==> src/rtl/reorder_buffer.sv <==
// Circular in-order commit queue: allocates tags at the tail, collects CDB results, retires the
// head in program order and raises a registered flush when a retiring branch was mispredicted.
module reorder_buffer #(
  parameter int unsigned ROB_WIDTH = 4
) (
  input  logic                 clk_i,
  input  logic                 reset_i,
  input  logic                 ready_i,
  input  logic                 issue_valid_i,
  input  logic [1:0]           issue_kind_i,
  input  logic [4:0]           issue_rd_i,
  input  logic                 issue_pred_i,
  output logic [ROB_WIDTH-1:0] alloc_pos_o,
  output logic                 full_o,
  input  logic                 cdb_valid_i,
  input  logic [ROB_WIDTH-1:0] cdb_pos_i,
  input  logic [31:0]          cdb_val_i,
  input  logic                 cdb_taken_i,
  input  logic [31:0]          cdb_target_i,
  input  logic [ROB_WIDTH-1:0] qry1_pos_i,
  input  logic [ROB_WIDTH-1:0] qry2_pos_i,
  output logic                 qry1_done_o,
  output logic                 qry2_done_o,
  output logic [31:0]          qry1_val_o,
  output logic [31:0]          qry2_val_o,
  output logic                 commit_o,
  output logic [4:0]           commit_rd_o,
  output logic [ROB_WIDTH-1:0] commit_pos_o,
  output logic [31:0]          commit_val_o,
  output logic                 store_commit_o,
  output logic                 clear_o,
  output logic [31:0]          clear_pc_o
);

  localparam int unsigned Depth = 1 << ROB_WIDTH;
  localparam int unsigned CntW  = ROB_WIDTH + 1;
  localparam logic [1:0] KindBranch = 2'd1;
  localparam logic [1:0] KindStore  = 2'd2;

  logic [ROB_WIDTH-1:0] head_q, tail_q;
  logic [CntW-1:0]      count_q, count_d;
  logic [Depth-1:0]     done_q;
  logic [1:0]           kind_q   [Depth];
  logic [4:0]           rd_q     [Depth];
  logic                 pred_q   [Depth];
  logic                 taken_q  [Depth];
  logic [31:0]          val_q    [Depth];
  logic [31:0]          target_q [Depth];

  logic                 commit_q, store_commit_q, clear_q;
  logic [4:0]           commit_rd_q;
  logic [ROB_WIDTH-1:0] commit_pos_q;
  logic [31:0]          commit_val_q, clear_pc_q;

  logic                 do_issue, do_cdb, do_commit, head_is_store, mispredict;
  logic [ROB_WIDTH-1:0] cdb_off;

  always_comb begin
    full_o        = (count_q == CntW'(Depth));
    alloc_pos_o   = tail_q;
    do_commit     = ready_i && (count_q != '0) && done_q[head_q];
    head_is_store = (kind_q[head_q] == KindStore);
    mispredict    = do_commit && (kind_q[head_q] == KindBranch) &&
                    (taken_q[head_q] != pred_q[head_q]);
    do_issue      = ready_i && issue_valid_i && !full_o && !clear_q;
    // A tag is live iff its distance from head is below the occupancy count.
    cdb_off       = cdb_pos_i - head_q;
    do_cdb        = ready_i && cdb_valid_i && !clear_q && ({1'b0, cdb_off} < count_q);
    count_d       = count_q + CntW'(do_issue) - CntW'(do_commit);

    qry1_done_o = done_q[qry1_pos_i] || (cdb_valid_i && (cdb_pos_i == qry1_pos_i));
    qry2_done_o = done_q[qry2_pos_i] || (cdb_valid_i && (cdb_pos_i == qry2_pos_i));
    qry1_val_o  = (cdb_valid_i && (cdb_pos_i == qry1_pos_i)) ? cdb_val_i : val_q[qry1_pos_i];
    qry2_val_o  = (cdb_valid_i && (cdb_pos_i == qry2_pos_i)) ? cdb_val_i : val_q[qry2_pos_i];

    commit_o       = commit_q;
    commit_rd_o    = commit_rd_q;
    commit_pos_o   = commit_pos_q;
    commit_val_o   = commit_val_q;
    store_commit_o = store_commit_q;
    clear_o        = clear_q;
    clear_pc_o     = clear_pc_q;
  end

  always_ff @(posedge clk_i) begin
    if (reset_i) begin
      head_q         <= '0;
      tail_q         <= '0;
      count_q        <= '0;
      done_q         <= '0;
      commit_q       <= 1'b0;
      store_commit_q <= 1'b0;
      clear_q        <= 1'b0;
      commit_rd_q    <= '0;
      commit_pos_q   <= '0;
      commit_val_q   <= '0;
      clear_pc_q     <= '0;
    end else if (!ready_i) begin
      commit_q       <= 1'b0;
      store_commit_q <= 1'b0;
      clear_q        <= 1'b0;
    end else begin
      commit_q       <= do_commit;
      store_commit_q <= do_commit && head_is_store;
      clear_q        <= mispredict;
      if (do_commit) begin
        commit_rd_q  <= head_is_store ? 5'd0 : rd_q[head_q];
        commit_pos_q <= head_q;
        commit_val_q <= val_q[head_q];
      end
      if (mispredict) begin
        // Flush wins over any same-edge issue or CDB write: those belong to the wrong path.
        clear_pc_q <= target_q[head_q];
        head_q     <= '0;
        tail_q     <= '0;
        count_q    <= '0;
        done_q     <= '0;
      end else begin
        if (do_issue) begin
          kind_q[tail_q] <= issue_kind_i;
          rd_q[tail_q]   <= issue_rd_i;
          pred_q[tail_q] <= issue_pred_i;
          done_q[tail_q] <= 1'b0;
          tail_q         <= tail_q + ROB_WIDTH'(1);
        end
        if (do_cdb) begin
          done_q[cdb_pos_i]   <= 1'b1;
          val_q[cdb_pos_i]    <= cdb_val_i;
          taken_q[cdb_pos_i]  <= cdb_taken_i;
          target_q[cdb_pos_i] <= cdb_target_i;
        end
        if (do_commit) head_q <= head_q + ROB_WIDTH'(1);
        count_q <= count_d;
      end
    end
  end

endmodule
==> config.mk <==
export PLATFORM = sky130hd
export DESIGN_NAME = reorder_buffer
export DESIGN_NICKNAME = d
export VERILOG_FILES = /design/src/rtl/reorder_buffer.sv
export SDC_FILE = /design/constraint.sdc
export NUM_CORES = 2
export LEC_CHECK = 0
export ABC_AREA = 0
export ABC_CLOCK_PERIOD_IN_PS = 20200
export CAP_MARGIN = 5
export CORE_AREA = 3 3 313 315
export DETAILED_ROUTE_END_ITERATION = 7
export DIE_AREA = 0 0 316 318
export PLACE_DENSITY = 0.79
export RECOVER_POWER = 100
export REMOVE_ABC_BUFFERS = 1
export SETUP_SLACK_MARGIN = 0.2
export SLEW_MARGIN = 10
export SYNTH_ARGS = -nofsm -noshare
export SYNTH_HDL_FRONTEND = slang
export SYNTH_SLANG_ARGS = --single-unit
==> constraint.sdc <==
create_clock -name clk_i -period 20.2 [get_ports clk_i]
set_clock_uncertainty 0.15 [all_clocks]
set_input_delay 3.03 -clock clk_i [delete_from_list [all_inputs] [get_ports clk_i]]
set_output_delay 3.03 -clock clk_i [all_outputs]
set_load 0.005 [all_outputs]
-- Word level (Yosys, flattened, before mapping)
Memories as Yosys holds them, arrays and structs flattened. A register that Yosys moved wholly into a read port is not among the register bits.
Index checks and enable logic that the tools add are counted.
- register bits: 41
- RAM bits: 1168
- memories kept: 6
- output and inout port bits: 147
- bits of input ports: 90
- memories (name ; words ; bits a word ; rd ports ; clocked after memory_dff ; write ports ; line ; source):
    target_q ; 16 ; 32 ; 1 ; 1 ; 1 ; 48 ; logic [31:0] target_q [Depth];
    val_q ; 16 ; 32 ; 3 ; 1 ; 1 ; 47 ; logic [31:0] val_q [Depth];
    rd_q ; 16 ; 5 ; 1 ; 1 ; 1 ; 44 ; logic [4:0] rd_q [Depth];
    kind_q ; 16 ; 2 ; 1 ; 1 ; 1 ; 43 ; logic [1:0] kind_q [Depth];
    pred_q ; 16 ; 1 ; 1 ; 1 ; 1 ; 45 ; logic pred_q [Depth];
    taken_q ; 16 ; 1 ; 1 ; 1 ; 1 ; 46 ; logic taken_q [Depth];
- $add $sub $neg: 5
- multiplexer cells: 42
- reductions and logical operators: 27
- equal/unequal tests: 6
- order comparisons: 8
- bitwise gates (word level): 4
- operator list (operator ; number):
    $mux W16 ; 6
    $mux W32 ; 2
    $mux W4 ; 12
    $lt A4 B5 Y1 const B ; 5
    $and A16 B16 Y16 ; 1
    $not A16 Y16 ; 1
    $or A16 B16 Y16 ; 1
    $logic_and A1 B1 Y1 ; 15
    $mux W1 ; 15
    $bmux W1 S4 ; 3
    $mux W5 ; 2
    $add A4 B1 Y4 const B ; 2
    $demux W1 S4 ; 2
    $eq A4 B4 Y1 ; 2
    $ge A4 B1 Y1 const B ; 2
    $reduce_and A2 Y1 ; 4
    $add A5 B1 Y5 ; 1
    $eq A5 B5 Y1 const B ; 1
    $lt A4 B5 Y1 ; 1
    $reduce_bool A5 Y1 ; 1
    $sub A5 B1 Y5 ; 1
    $reduce_bool A2 Y1 ; 2
    $sub A4 B4 Y4 ; 1
    $eq A2 B1 Y1 const B ; 1
    6 further kinds ; 8

-- Depth between registers and ports, before layout
- depth in word-level cells: 13
- depth in mapped cells: 17

-- Worst setup path before layout
OpenSTA, ideal clock, no wires.
- path kind: input-to-reg
- start point: in cdb_pos_i[0]
- end point: mem taken_q[6] (enable)
- buffers on the path: 1
- setup slack: 7.238 ns
- stages on the path: 11
- arrival: 12.141 ns
- data required time: 19.379 ns
- path through: clkbuf_1 > inv_1 > ha_1 > inv_1 > fa_1 > ha_1 > a21boi_0 > o21ai_0 > nand2b_1 > a2111oi_0 > nor4b_1
- longest elaborated chain between the ends: 8
- ends and longest elaborated chain (element ; line ; source):
    start: declaration ; 16 ; input logic [ROB_WIDTH-1:0] cdb_pos_i,
    $sub A4 B4 Y4 ; 67 ; cdb_off = cdb_pos_i - head_q;
    $lt A4 B5 Y1 ; 68 ; do_cdb = ready_i && cdb_valid_i && !clear_q && ({1'b0, cdb_off} < count_q);
    $logic_and A1 B1 Y1 ; 68 ;
    $mux W1 ; 126 ; if (do_cdb) begin
    $mux W1 ; 111 ; if (mispredict) begin
    $mux W1 ; 98 ; end else if (!ready_i) begin
    $mux W1 ; 86 ; if (reset_i) begin
    $mux W1 (not written as such) ; 129 ; taken_q[cdb_pos_i] <= cdb_taken_i;
    end: declaration ; 46 ;
Several ways; a longest one is shown, not always the timed one.

-- Final worst setup path
- start point: in qry1_pos_i[1]
- end point: out qry1_val_o[11]
- longest elaborated chain between the ends: 3
- ends and longest elaborated chain (element ; line ; source):
    start: declaration ; 20 ; input logic [ROB_WIDTH-1:0] qry1_pos_i,
    parallel branches: the longest is 2 deep, another holds $mem_v2 Z16 W32 ; - ;
    $mux W32 * ; 73 ; qry1_val_o = (cdb_valid_i && (cdb_pos_i == qry1_pos_i)) ? cdb_val_i : val_q[qry1_pos_i];
    end: declaration ; 24 ; output logic [31:0] qry1_val_o,
Every way passes the cells marked *.

==> impl_metrics.py <==
metrics = {
    "synthesis": {
        "synthArstFlopShare_pct": 0,
        "syn_area_sq_mm": 0.0573,
        "ys_ff_latch": 1277,
        "syn_area_per_cell_sq_um": 21.2,
        "syn_inst": 2696,
        "synth-edff-count": 1168,
        "yosys_most_used_dff": "edfxtp_1",
        "yosysUniqueCellTypes": 54,
        "netlist_top_cells_area": "edfxtp_1 61%, mux4_2 27%, dfxtp_1 3.8%, mux2_2 1.3%, clkbuf_1 0.77%",
        "yosysSeqAreaShare_pct": 65.1,
        "synth_largest_area_cell": "edfxtp_1",
        "ys_warn_count": 0,
        "netlist.area_leader.share_pct": 61.2,
    },
    "min_path": {
        "min_from": "clear_pc_o[25]",
        "whs_endpoint": "clear_pc_o[25]",
        "hold_path_depth": 2,
        "hold_class": "reg -> reg",
    },
    "worst_setup_path": {
        "critical_path.top_delay_family": "buffers and inverters",
        "r2r-start": "head_q[0]",
        "cp_slowest_cell": "clkbuf_1",
        "startpoint_type": "primary input",
        "cp_cell_sequence": "clkbuf_1 -> clkbuf_1 -> mux4_2 -> mux4_2 -> mux2_2 -> dlygate4sd3_1",
        "required_ns": 17.02,
        "crit_fanout": 67,
        "r2r_setup_slack_ns": 6.33,
        "critPathBufInv": 3,
        "cp.arrival_ns": 11.70,
        "end_kind": "output pin",
        "r2r_end": "clear_pc_o[27]",
        "crit_type": "in -> out",
        "r2r_cells": 11,
        "max_stage_delay_ns": 3.36,
    },
    "layout": {
        "fin_cells": 4322,
        "drive_gt1_share_pct": 32.3,
        "ff_latch_area_sq_mm": 0.0373,
        "multi_input_area_sq_mm": 0.0191,
        "finalNetCount": 3049,
        "design_area_sq_mm": 0.0650,
        "syn_to_final_growth_pct": 13.5,
        "fillers": 5780,
    },
    "routing": {
        "drtIter0Drc": 4369,
        "wl_met2_microns": 75300,
        "final_antenna_net_count": 0,
        "avgRoutedWirePerCell_microns": 35.6,
        "via_per_inst": 7.37,
        "wl_met3_microns": 17300,
        "top_layer": "met5",
        "routed_wl_microns": 154000,
        "vias": 31800,
        "wirelength_met1_microns": 54000,
        "first_pass_iters": 5,
        "drc": 0,
    },
    "timing": {
        "drv_slew": 934,
        "fmax_mhz": 67.2,
        "hold_violations": 0,
        "rsz0062_at_grt": "no",
        "slew_headroom_pct": -213,
        "fin_crit_sh_pct": 73.6,
        "setup-violations-final": 0,
        "fin_crit_ns": 14.88,
        "worst_pin_slew_ns": 4.70,
    },
    "placement": {
        "io_buffers": 236,
        "gp_congestion": 0.851,
        "dp_hpwl_microns": 82000,
        "place_inst": 4073,
        "place_area_sq_mm": 0.0611,
    },
    "clock_tree": {
        "cts-root-buf": "clkbuf_16",
        "clock-sinks": 1277,
        "ctsHoldBuffers": 0,
        "numCtsBuffers": 130,
        "post-cts-setup-buffer-count": 0,
        "clk_latency_ns": 0.74,
        "cts.htree.levels": 4,
        "cts_tree": "done",
        "clk_pin_slew_ns": 0.06,
        "ctsResizeCount": 0,
        "cts_max_path_buffers": 3,
    },
    "die": {
        "ios": 237,
        "start_util_pct": 60.2,
        "die_area_sq_mm": 0.100,
        "die_w_microns": 316,
        "core_sq_mm": 0.0952,
        "rows": 113,
        "die_h_microns": 318,
    },
    "global_route": {
        "grtUsageTotal_pct": 31.2,
        "grt_max_degree": 156,
        "grt_pass1_vias": 32800,
        "grt_overflow": 0,
        "antenna_found_initial": 28,
        "grt_pass1_wl_microns": 225000,
    },
    "job": {
        "cap_viol_max_count": 28,
    },
    "power": {
        "ir_drop_v": 0.0000827,
        "leakage_nw": 19.9,
        "p_per_area_mw_per_mm2": 85.0,
    },
    "status": {
        "violations": "max-capacitance violations, max-slew violations",
        "status": "finished, violations left",
    },
}
-- synth_stat cells, drive strengths merged (6+ instances only) --
master  instances
o21ai          50
nor3           11
inv            13
nand3          46
nand2b          8
or2             7
mux2i          42
xnor2           8
clkbuf        117
or4             8
nor2b          14
mux2           66
a21oi          62
nor2           58
xor2           13
a211oi          6
dfxtp         109
mux4          689
ha             17
nor4           22
edfxtp       1168
nand2          29
buf            93
-- cells by family after synthesis --
family	Yosys count	share of synthesized area, %
simple gates	220	2.00
mux	797	29.1
fa+ha+maj	19	0.441
flops	1277	65.1
xor+xnor	21	0.354
compound gates	137	1.36
buf+inv	225	1.66
-- cell usage in the layout (no fill, tap or decap), types with 22 or more instances in the layout --
cell type,n
nand2_1,29
clkdlybuf4s50_1,38
dfxtp_1,105
mux2_1,26
nand3_1,43
dlygate4sd3_1,189
a21oi_1,62
nor2_1,54
clkbuf_16,134
clkbuf_1,82
mux4_2,689
mux2i_1,42
o21ai_0,50
buf_4,33
edfxtp_1,1168
mux2_2,40
nor4_1,22
-- worst max-delay path by stage --
stage	from	end	slack, ns	depth (start not counted)
2_1_floorplan	head_q[0]	taken_q[6]	-0.43	9
3_3_place_gp	qry1_pos_i[0]	qry1_val_o[8]	10.56	6
3_5_place_dp	qry1_pos_i[0]	qry1_val_o[25]	10.51	6
4_1_cts	qry2_pos_i[0]	qry2_val_o[25]	10.50	6
5_1_grt	qry1_pos_i[1]	qry1_val_o[11]	5.22	6
6_report	qry1_pos_i[1]	qry1_val_o[11]	5.32	6
-- power by group --
part / internal (mW) / switching (mW) / total (mW)
sequential: 2.89 / 0.00390 / 2.89
combinational: 0.128 / 0.143 / 0.271
clock: 1.35 / 1.01 / 2.36
-- flip-flops by register name, summed over array words and instances, names as in the netlist, named ones only --
signal,count
alloc_pos_o,4
clear_o,1
clear_pc_o,32
commit_o,1
commit_pos_o,4
commit_rd_o,5
commit_val_o,32
count_q,5
done_q,16
head_q,4
kind_q,32
pred_q,16
rd_q,80
store_commit_o,1
taken_q,16
target_q,512
val_q,512
-- through the flow --
stage	setup TNS, ns	hold slack (ns)	utilization (%)	setup WS [ns]	power, mW
final	0	0.322	68.3	5.32	5.53
after global routing	0	0.349	68.3	5.22	5.67
after CTS	0	0.328	68.6	10.50	5.56
after detailed placement	0	0.319	64.2	10.51	3.22
after global placement	0	0.314	64.2	10.56	3.21
after floorplan	-28.14	0.314	-	-0.433	3.06
-- layer usage --
metal / up-vias / track usage, %
li1: 12200 / -
met1: 16800 / 43.1
met2: 2269 / 48.8
met3: 490 / 6.95
met4: 18 / 13.7
met5: - / 0
-- worst min-delay path, delay by kind of cell (launching register included) --
family	cells	cell delay [ns]
compound gates	2	0.12
flops	1	0.30
-- final cells by class --
type | instances | share of cell area [%]
inverters | 15 | 0.0905
diodes | 10 | 0.0385
clock buffers | 173 | 5.54
multi-input cells | 1194 | 29.3
clock inverters | 66 | 0.908
repair buffers | 322 | 4.33
well taps | 1265 | 2.43
flip-flops and latches | 1277 | 57.3
Note: power is estimated with default switching activity, not from simulation.
